## src/rtl/ddr3_lane_pkg.sv

```systemverilog
// Shared types and encodings for the DDR3 DM lane write-path formatter.
// Holds the tap FSM state enum, the latency-pipeline beat type and the OE/DM constants.
package ddr3_lane_pkg;

  typedef enum logic [2:0] {
    ST_IDLE,
    ST_SETUP,
    ST_MOVE,
    ST_SETTLE,
    ST_LOAD,
    ST_ACK
  } tap_state_t;

  typedef struct packed {
    logic       en;
    logic [7:0] mask;
  } wr_beat_t;

  localparam logic [7:0] IDLE_MASK  = 8'hFF;
  localparam logic [3:0] OE_PRE     = 4'b1000;
  localparam logic [3:0] OE_POST    = 4'b0001;
  localparam logic [3:0] OE_FULL    = 4'b1111;
  localparam int         SETTLE_CYC = 2;

  // Overlapping burst/preamble/postamble windows simply OR together.
  function automatic logic [3:0] oe_merge(input logic burst, input logic pre, input logic post);
    logic [3:0] v;
    v = 4'b0000;
    if (burst) v = v | OE_FULL;
    if (pre)   v = v | OE_PRE;
    if (post)  v = v | OE_POST;
    return v;
  endfunction

endpackage

```

## src/rtl/ddr3_dl_tap_ctrl.sv

```systemverilog
// Delay-line tap sequencer: single-step and reload transactions, tap counter,
// and the sticky out-of-range flag.
module ddr3_dl_tap_ctrl
  import ddr3_lane_pkg::*;
#(
  parameter int TAP_W = 7
) (
  input  logic             i_clk,
  input  logic             i_rst_n,
  input  logic             i_req,
  input  logic             i_dir,
  input  logic             i_load_req,
  input  logic             i_oor_in,
  output logic             o_ack,
  output logic [TAP_W-1:0] o_tap,
  output logic             o_oor,
  output logic             o_move,
  output logic             o_dir,
  output logic             o_load
);

  localparam logic [1:0] LP_SETTLE_LAST = 2'(SETTLE_CYC - 1);

  tap_state_t       r_state;
  tap_state_t       w_state_nxt;
  logic [1:0]       r_settle_cnt;
  logic [TAP_W-1:0] r_tap;
  logic             r_oor;
  logic             r_ack;
  logic             r_move;
  logic             r_dir;
  logic             r_load;
  logic             w_sat;
  logic             w_step;

  function automatic logic tap_at_limit(input logic [TAP_W-1:0] tap, input logic dir);
    return dir ? (tap == {TAP_W{1'b1}}) : (tap == {TAP_W{1'b0}});
  endfunction

  assign w_sat  = tap_at_limit(r_tap, r_dir);
  assign w_step = (r_state == ST_SETUP) && !w_sat;

  always_comb begin
    w_state_nxt = r_state;
    case (r_state)
      ST_IDLE: begin
        if (i_load_req)  w_state_nxt = ST_LOAD;
        else if (i_req)  w_state_nxt = ST_SETUP;
      end
      ST_SETUP:  w_state_nxt = ST_MOVE;
      ST_MOVE:   w_state_nxt = ST_SETTLE;
      ST_SETTLE: if (r_settle_cnt == LP_SETTLE_LAST) w_state_nxt = ST_ACK;
      ST_LOAD:   w_state_nxt = ST_ACK;
      ST_ACK:    w_state_nxt = ST_IDLE;
      default:   w_state_nxt = ST_IDLE;
    endcase
  end

  // Pulses and tap updates are registered on entry to their state so they line up with it.
  always_ff @(posedge i_clk) begin
    if (!i_rst_n) begin
      r_state      <= ST_IDLE;
      r_settle_cnt <= 2'd0;
      r_tap        <= '0;
      r_oor        <= 1'b0;
      r_ack        <= 1'b0;
      r_move       <= 1'b0;
      r_dir        <= 1'b0;
      r_load       <= 1'b0;
    end else begin
      r_state      <= w_state_nxt;
      r_settle_cnt <= (r_state == ST_SETTLE) ? r_settle_cnt + 2'd1 : 2'd0;
      r_ack        <= (w_state_nxt == ST_ACK);
      r_load       <= (w_state_nxt == ST_LOAD);
      r_move       <= w_step;
      if (r_state == ST_IDLE && w_state_nxt == ST_SETUP) r_dir <= i_dir;
      if (w_step)
        r_tap <= r_dir ? r_tap + TAP_W'(1) : r_tap - TAP_W'(1);
      else if (w_state_nxt == ST_LOAD)
        r_tap <= '0;
      r_oor <= ((w_state_nxt == ST_LOAD) ? 1'b0 : r_oor) | i_oor_in |
               ((r_state == ST_SETUP) && w_sat);
    end
  end

  assign o_ack  = r_ack;
  assign o_tap  = r_tap;
  assign o_oor  = r_oor;
  assign o_move = r_move;
  assign o_dir  = r_dir;
  assign o_load = r_load;

endmodule

```

## src/rtl/ddr3_lane_dm_tx_fmt.sv

```systemverilog
// DDR3 DM lane write-path formatter: write-latency pipeline, OE pre/postamble, training
// override, ODT gating (macro DDR3_DM_ODT_CTRL_EN) and the delay-line tap controller.
module ddr3_lane_dm_tx_fmt
  import ddr3_lane_pkg::*;
#(
  parameter int WL_MAX = 16,
  parameter int TAP_W  = 7
) (
  input  logic             FAB_CLK,
  input  logic             SYNC_RST_N,
  input  logic [3:0]       WL_CFG,
  input  logic             WR_EN,
  input  logic [7:0]       WR_MASK,
  input  logic             TRAIN_EN,
  input  logic [7:0]       TRAIN_PATTERN,
  input  logic             RD_ODT_REQ,
  input  logic             DL_REQ,
  input  logic             DL_DIR,
  input  logic             DL_LOAD_REQ,
  output logic             DL_ACK,
  output logic [TAP_W-1:0] DL_TAP,
  output logic             DL_OOR,
  input  logic             DELAY_LINE_OUT_OF_RANGE_0,
  output logic             DELAY_LINE_MOVE_0,
  output logic             DELAY_LINE_DIRECTION_0,
  output logic             DELAY_LINE_LOAD_0,
  output logic [7:0]       TX_DATA_0,
  output logic [3:0]       OE_DATA_0,
  output logic             ODT_EN_0
);

  wr_beat_t   r_pipe [WL_MAX];
  wr_beat_t   w_hist [WL_MAX+1];
  logic [3:0] r_wl;
  logic [3:0] w_wl_cfg;
  logic [7:0] r_tx;
  logic [3:0] r_oe;
  logic       w_pipe_busy;
  logic       w_burst;
  logic       w_pre;
  logic       w_post;
  logic [7:0] w_mask;
  logic [3:0] w_oe_nxt;
  logic [7:0] w_tx_nxt;

  assign w_wl_cfg = (WL_CFG == 4'd0) ? 4'd1 : WL_CFG;

  // w_hist[j] is the request from j cycles ago; index 0 is the live input.
  always_comb begin
    w_hist[0] = '{en: WR_EN, mask: WR_MASK};
    for (int k = 0; k < WL_MAX; k++) w_hist[k+1] = r_pipe[k];
  end

  always_comb begin
    w_pipe_busy = WR_EN;
    for (int k = 0; k < WL_MAX; k++) w_pipe_busy = w_pipe_busy | r_pipe[k].en;
  end

  // Outputs are registered, so the value formed now appears next cycle. With latency 1 a
  // preamble would need the request before it arrives, so none is produced.
  always_comb begin
    w_burst = 1'b0;
    w_pre   = 1'b0;
    w_post  = 1'b0;
    w_mask  = IDLE_MASK;
    for (int k = 0; k <= WL_MAX; k++) begin
      if (k == int'(r_wl) - 1 && w_hist[k].en) begin
        w_burst = 1'b1;
        w_mask  = w_hist[k].mask;
      end
      if (k == int'(r_wl) - 2 && w_hist[k].en) w_pre  = 1'b1;
      if (k == int'(r_wl)     && w_hist[k].en) w_post = 1'b1;
    end
  end

  assign w_oe_nxt = TRAIN_EN ? OE_FULL       : oe_merge(w_burst, w_pre, w_post);
  assign w_tx_nxt = TRAIN_EN ? TRAIN_PATTERN : w_mask;

  // Latency changes only when nothing is in flight, so no burst sees two latencies.
  always_ff @(posedge FAB_CLK) begin
    if (!SYNC_RST_N) begin
      for (int k = 0; k < WL_MAX; k++) r_pipe[k] <= '0;
      r_wl <= 4'd1;
      r_tx <= IDLE_MASK;
      r_oe <= 4'b0000;
    end else begin
      r_pipe[0] <= '{en: WR_EN, mask: WR_MASK};
      for (int k = 1; k < WL_MAX; k++) r_pipe[k] <= r_pipe[k-1];
      if (!w_pipe_busy && r_oe == 4'b0000) r_wl <= w_wl_cfg;
      r_tx <= w_tx_nxt;
      r_oe <= w_oe_nxt;
    end
  end

  assign TX_DATA_0 = r_tx;
  assign OE_DATA_0 = r_oe;

`ifdef DDR3_DM_ODT_CTRL_EN
  logic r_odt;

  // Termination is dropped for any cycle in which the DM driver is enabled.
  always_ff @(posedge FAB_CLK) begin
    if (!SYNC_RST_N) r_odt <= 1'b0;
    else             r_odt <= RD_ODT_REQ & ~(|w_oe_nxt);
  end

  assign ODT_EN_0 = r_odt;
`else
  logic w_unused_odt;

  assign w_unused_odt = RD_ODT_REQ;
  assign ODT_EN_0     = 1'b0;
`endif

  ddr3_dl_tap_ctrl #(
    .TAP_W(TAP_W)
  ) u_tap_ctrl (
    .i_clk      (FAB_CLK),
    .i_rst_n    (SYNC_RST_N),
    .i_req      (DL_REQ),
    .i_dir      (DL_DIR),
    .i_load_req (DL_LOAD_REQ),
    .i_oor_in   (DELAY_LINE_OUT_OF_RANGE_0),
    .o_ack      (DL_ACK),
    .o_tap      (DL_TAP),
    .o_oor      (DL_OOR),
    .o_move     (DELAY_LINE_MOVE_0),
    .o_dir      (DELAY_LINE_DIRECTION_0),
    .o_load     (DELAY_LINE_LOAD_0)
  );

endmodule

```

## config.mk

```make
export PLATFORM = sky130hd
export DESIGN_NAME = ddr3_lane_dm_tx_fmt
export DESIGN_NICKNAME = d
export VERILOG_FILES = /design/src/rtl/ddr3_lane_pkg.sv /design/src/rtl/ddr3_dl_tap_ctrl.sv /design/src/rtl/ddr3_lane_dm_tx_fmt.sv
export SDC_FILE = /design/constraint.sdc
export NUM_CORES = 1
export LEC_CHECK = 0
export BUFFER_PORTS_ARGS = -buffer_cell sky130_fd_sc_hd__buf_2
export CELL_PAD_IN_SITES_DETAIL_PLACEMENT = 1
export CELL_PAD_IN_SITES_GLOBAL_PLACEMENT = 1
export CORE_MARGIN = 1
export CORE_UTILIZATION = 50
export CTS_CLUSTER_DIAMETER = 120
export CTS_CLUSTER_SIZE = 30
export DETAILED_ROUTE_END_ITERATION = 8
export PLACE_DENSITY_LB_ADDON = 0.1
export SLEW_MARGIN = 10
export SYNTH_ARGS = -nofsm -noshare
export SYNTH_HDL_FRONTEND = slang
export SYNTH_SLANG_ARGS = --single-unit
```

## constraint.sdc

```tcl
create_clock -name FAB_CLK -period 7.35 [get_ports FAB_CLK]
set_input_delay 0.735 -clock FAB_CLK [delete_from_list [all_inputs] [get_ports FAB_CLK]]
set_output_delay 0.735 -clock FAB_CLK [all_outputs]
set_load 0.02 [all_outputs]
```

==> qor.txt <==
die extent in x: 121.5 um
Hold Path Depth: 1
worst slack, placed: 3.483 ns
DR vias: 5885
Hold Fails Final Rpt: 0
Worst Path Buf+Inv: 2
worst flop-to-flop path startpoint: r_wl[1]
syn avg cell area: 9.369 um2
initial antenna violation count: 0
Crit path max-delay family: compound AO/OA/AOI/OAI gates
Netlist cell types: 71
Synth Flop Type: dfxtp_1
H-tree depth: 4
Wirelength per Cell: 19.98 um
diodes inserted: 0
DRC viols: 0
Post-Syn Area: 7139 um2
Reg power frac: 0.469
clk_skew: 0.009049 ns
ys async rst share: 0
pin count of the biggest net entering global routing: 95
Clock Path Buffers: 2
Final HPWL DP: 13.40 mm
TritonCTS Sinks: 168
total track usage: 0.2796
Die ar.: 14760 um2
sw frac: 0.2447
status: completed
CTS tree: built
Clk Latency, worst-skew pair: 0.42 ns
Worst Setup End Kind: register
CP cell instances: buf_4, clkinv_1, ha_1, nor2b_4, xor2_1, o311ai_0, o211ai_1, a2111oi_0, a2111o_1
HP Class: reg2reg
Setup-failing EPs final: 0
core box area: 13880 um2
DR pass1 iterations: 5
Worst Path Arrival: 4.52 ns
R2R depth: 9
Tmin final: 4.161 ns
hold path startpoint: u_tap_ctrl.r_settle_cnt[0]
remaining global-route overflow: 0
total CTS buffers: 17
Slew Limit Fails: 0
CP Max Fanout: 40
CP max-delay cell: a2111oi_0
syn nets: 800
RSZ-0062 raised after global routing: no
Placer Congestion: 0.8220
kind of critical path: reg2reg
CP startpoint kind: register
FP Rows: 43
initial core utilization: 0.5143
Layout area overhead: 12.58%
Final WS setup: 3.189 ns
reg-to-reg endpoint: TX_DATA_0[7]
Worst Max-Slew Pin Slew: 1.175 ns
fmax: 0.2403 GHz
Slew headroom: 0.2134
Worst path max stage delay: 0.99 ns
Static Leak: 3.214 nW
VDD IR max: 0.1664 mV
Die Y: 121.5 um
Core Util, Final: 0.5791
Post-synth EDFFs: 0
final antenna-violating net count: 0
first-pass GRT wire length: 31.48 mm
Fill cells: 1600
final setup TNS: 0 ns
CTS resizes: 0
sequential share of the synthesized area: 0.4711
vias per inst: 5.969
IO Pins: 54
Syn Inst Count: 762
Sw Pwr: 0.0004936 W
Worst Hold Endpoint: u_tap_ctrl.r_settle_cnt[0]
vias in the first global route: 6058
Clk pwr share: 0.440
post-route clock period utilization: 0.5662
synthesized flop and latch total: 168
layout cells sized above 1: 0.1278
reg2reg setup slack: 3.19 ns
Pint: 0.001524 W
port bufs: 51
clk slew on worst S/H paths: 0.06 ns
Critical Path RT: 7.71 ns
clk root buf: clkbuf_16
Synth Warn #: 0
Comb power frac: 0.091
Max-Cap Viols: 0
Hold Buf Count CTS: 0
Setup Fix Bufs, Post-CTS: 0
Iter 0 DRT Violations: 489
pwr dens: 251.0 nW/um2
drt total wl: 19.71 mm
Final nets: 832
state kept, by name, summed over array words and instances, names as in the netlist:
signal,count
u_tap_ctrl.o_tap,7
u_tap_ctrl.r_state,3
u_tap_ctrl.o_oor,1
OE_DATA_0,3
u_tap_ctrl.o_dir,1
u_tap_ctrl.o_load,1
u_tap_ctrl.r_settle_cnt,2
r_pipe,136
r_wl,4
TX_DATA_0,8
u_tap_ctrl.o_ack,1
u_tap_ctrl.o_move,1
area by class of cell:
type                    count  area [um2]  area share
clock inverters            10       118.9     0.01479
well taps                 180       225.2     0.02802
flip-flops and latches    168        3363      0.4184
multi-input cells         528        3477      0.4326
clock buffers              21       470.5     0.05853
inverters                  22       82.58     0.01027
repair buffers             57       300.3     0.03736
placed cells by master, fill, tap and decap left out, drive strengths merged, types with 11 or more instances in the layout:
| master | synthesis | layout |
|---|---|---|
| o22ai | 25 | 25 |
| nand3 | 16 | 16 |
| nor3 | 12 | 12 |
| dfxtp | 168 | 168 |
| inv | 19 | 21 |
| nor2 | 45 | 45 |
| clkbuf | 25 | 21 |
| buf | 19 | 57 |
| a21oi | 27 | 27 |
| o21ai | 33 | 33 |
| o211ai | 11 | 11 |
| and2 | 137 | 137 |
| nand2 | 42 | 42 |
through the flow:
| stage | total power (W) | hold slack, ns | cell area, um2 | instances |
|---|---|---|---|---|
| finish | 0.002017 | 0.4183 | 8038 | 986 |
| global route | 0.002087 | 0.4416 | 8038 | 986 |
| CTS | 0.002033 | 0.4247 | 8038 | 986 |
| detailed placement | 0.001147 | 0.4158 | 7448 | 955 |
| global placement | 0.001137 | 0.4067 | 7448 | 955 |
| floorplan | 0.001090 | 0.3987 | 7139 | 762 |
power groups by stage:
stage                     Clock, W  Sequential [W]  Combinational, W
after CTS                 0.000903        0.000947          0.000183
final                     0.000887        0.000947          0.000183
after global placement           0        0.000965          0.000173
after detailed placement         0        0.000967          0.000180
after floorplan                  0        0.000973          0.000117
after global routing      0.000938        0.000949          0.000200
worst register-to-register path, stage by stage (launching register included):
cell	delay [ns]
dfxtp_1	0.31
buf_4	0.40
clkinv_1	0.50
ha_1	0.51
nor2b_4	0.20
xor2_1	0.32
o311ai_0	0.47
o211ai_1	0.18
a2111oi_0	0.99
a2111o_1	0.21
synthesized netlist by cell type, drive strengths merged (4+ instances only):
| cell type | n | area [um2] |
|---|---|---|
| dfxtp | 168 | 3363 |
| and2 | 137 | 857.1 |
| nor2 | 45 | 168.9 |
| nand2 | 42 | 157.7 |
| o21ai | 33 | 165.2 |
| a21oi | 27 | 135.1 |
| clkbuf | 25 | 93.84 |
| o22ai | 25 | 156.4 |
| buf | 19 | 122.6 |
| inv | 19 | 71.32 |
| nand3 | 16 | 80.08 |
| nor3 | 12 | 65.06 |
| o211ai | 11 | 82.58 |
| a211oi | 10 | 80.07 |
| mux2i | 10 | 100.1 |
| nand2b | 10 | 62.56 |
| nand4 | 9 | 56.30 |
| a31oi | 8 | 50.05 |
| ha | 8 | 100.1 |
| nor4 | 8 | 50.05 |
| o22a | 8 | 70.07 |
| and3 | 7 | 43.79 |
| a211o | 6 | 52.55 |
| a21o | 6 | 45.04 |
| a221oi | 6 | 52.55 |
| nor2b | 6 | 45.04 |
| o2111ai | 6 | 52.55 |
| a221o | 5 | 50.05 |
| mux4 | 5 | 112.6 |
| a22o | 4 | 35.03 |
| a22oi | 4 | 30.03 |
| nor3b | 4 | 30.03 |
metal layers:
metal / routed length [um] / track usage / up-vias
li1: - / - / 2782
met1: 8616 / 0.3536 / 2901
met2: 9652 / 0.4634 / 177
met3: 1167 / 0.06861 / 25
met4: 269 / 0.09336 / 0
met5: 0 / 0 / -
how the worst max path moves through the flow:
stage / depth (start not counted) / from / slack, ns / end
3_5_place_dp: 9 / r_wl[1] / 3.48 / TX_DATA_0[7]
3_3_place_gp: 9 / r_wl[1] / 3.53 / TX_DATA_0[7]
4_1_cts: 9 / r_wl[1] / 3.43 / TX_DATA_0[7]
5_1_grt: 9 / r_wl[1] / 3.08 / TX_DATA_0[7]
2_1_floorplan: 10 / r_wl[2] / 4.75 / TX_DATA_0[7]
6_report: 9 / r_wl[1] / 3.19 / TX_DATA_0[7]
cells by family (layout without fill, tap and decap cells):
logic type	count (synthesis)	count (layout)	share of synthesized area
multiplexers	18	18	0.03453
flip-flops	168	168	0.4711
buffers and inverters	66	110	0.04188
AND/OR/NAND/NOR	310	310	0.2471
XOR/XNOR	5	5	0.006135
adder cells (fa/ha/maj)	9	9	0.01683
AO/OA/AOI/OAI	185	185	0.1819
other	1	1	0.0005253
(Power assumes the default switching activity.)
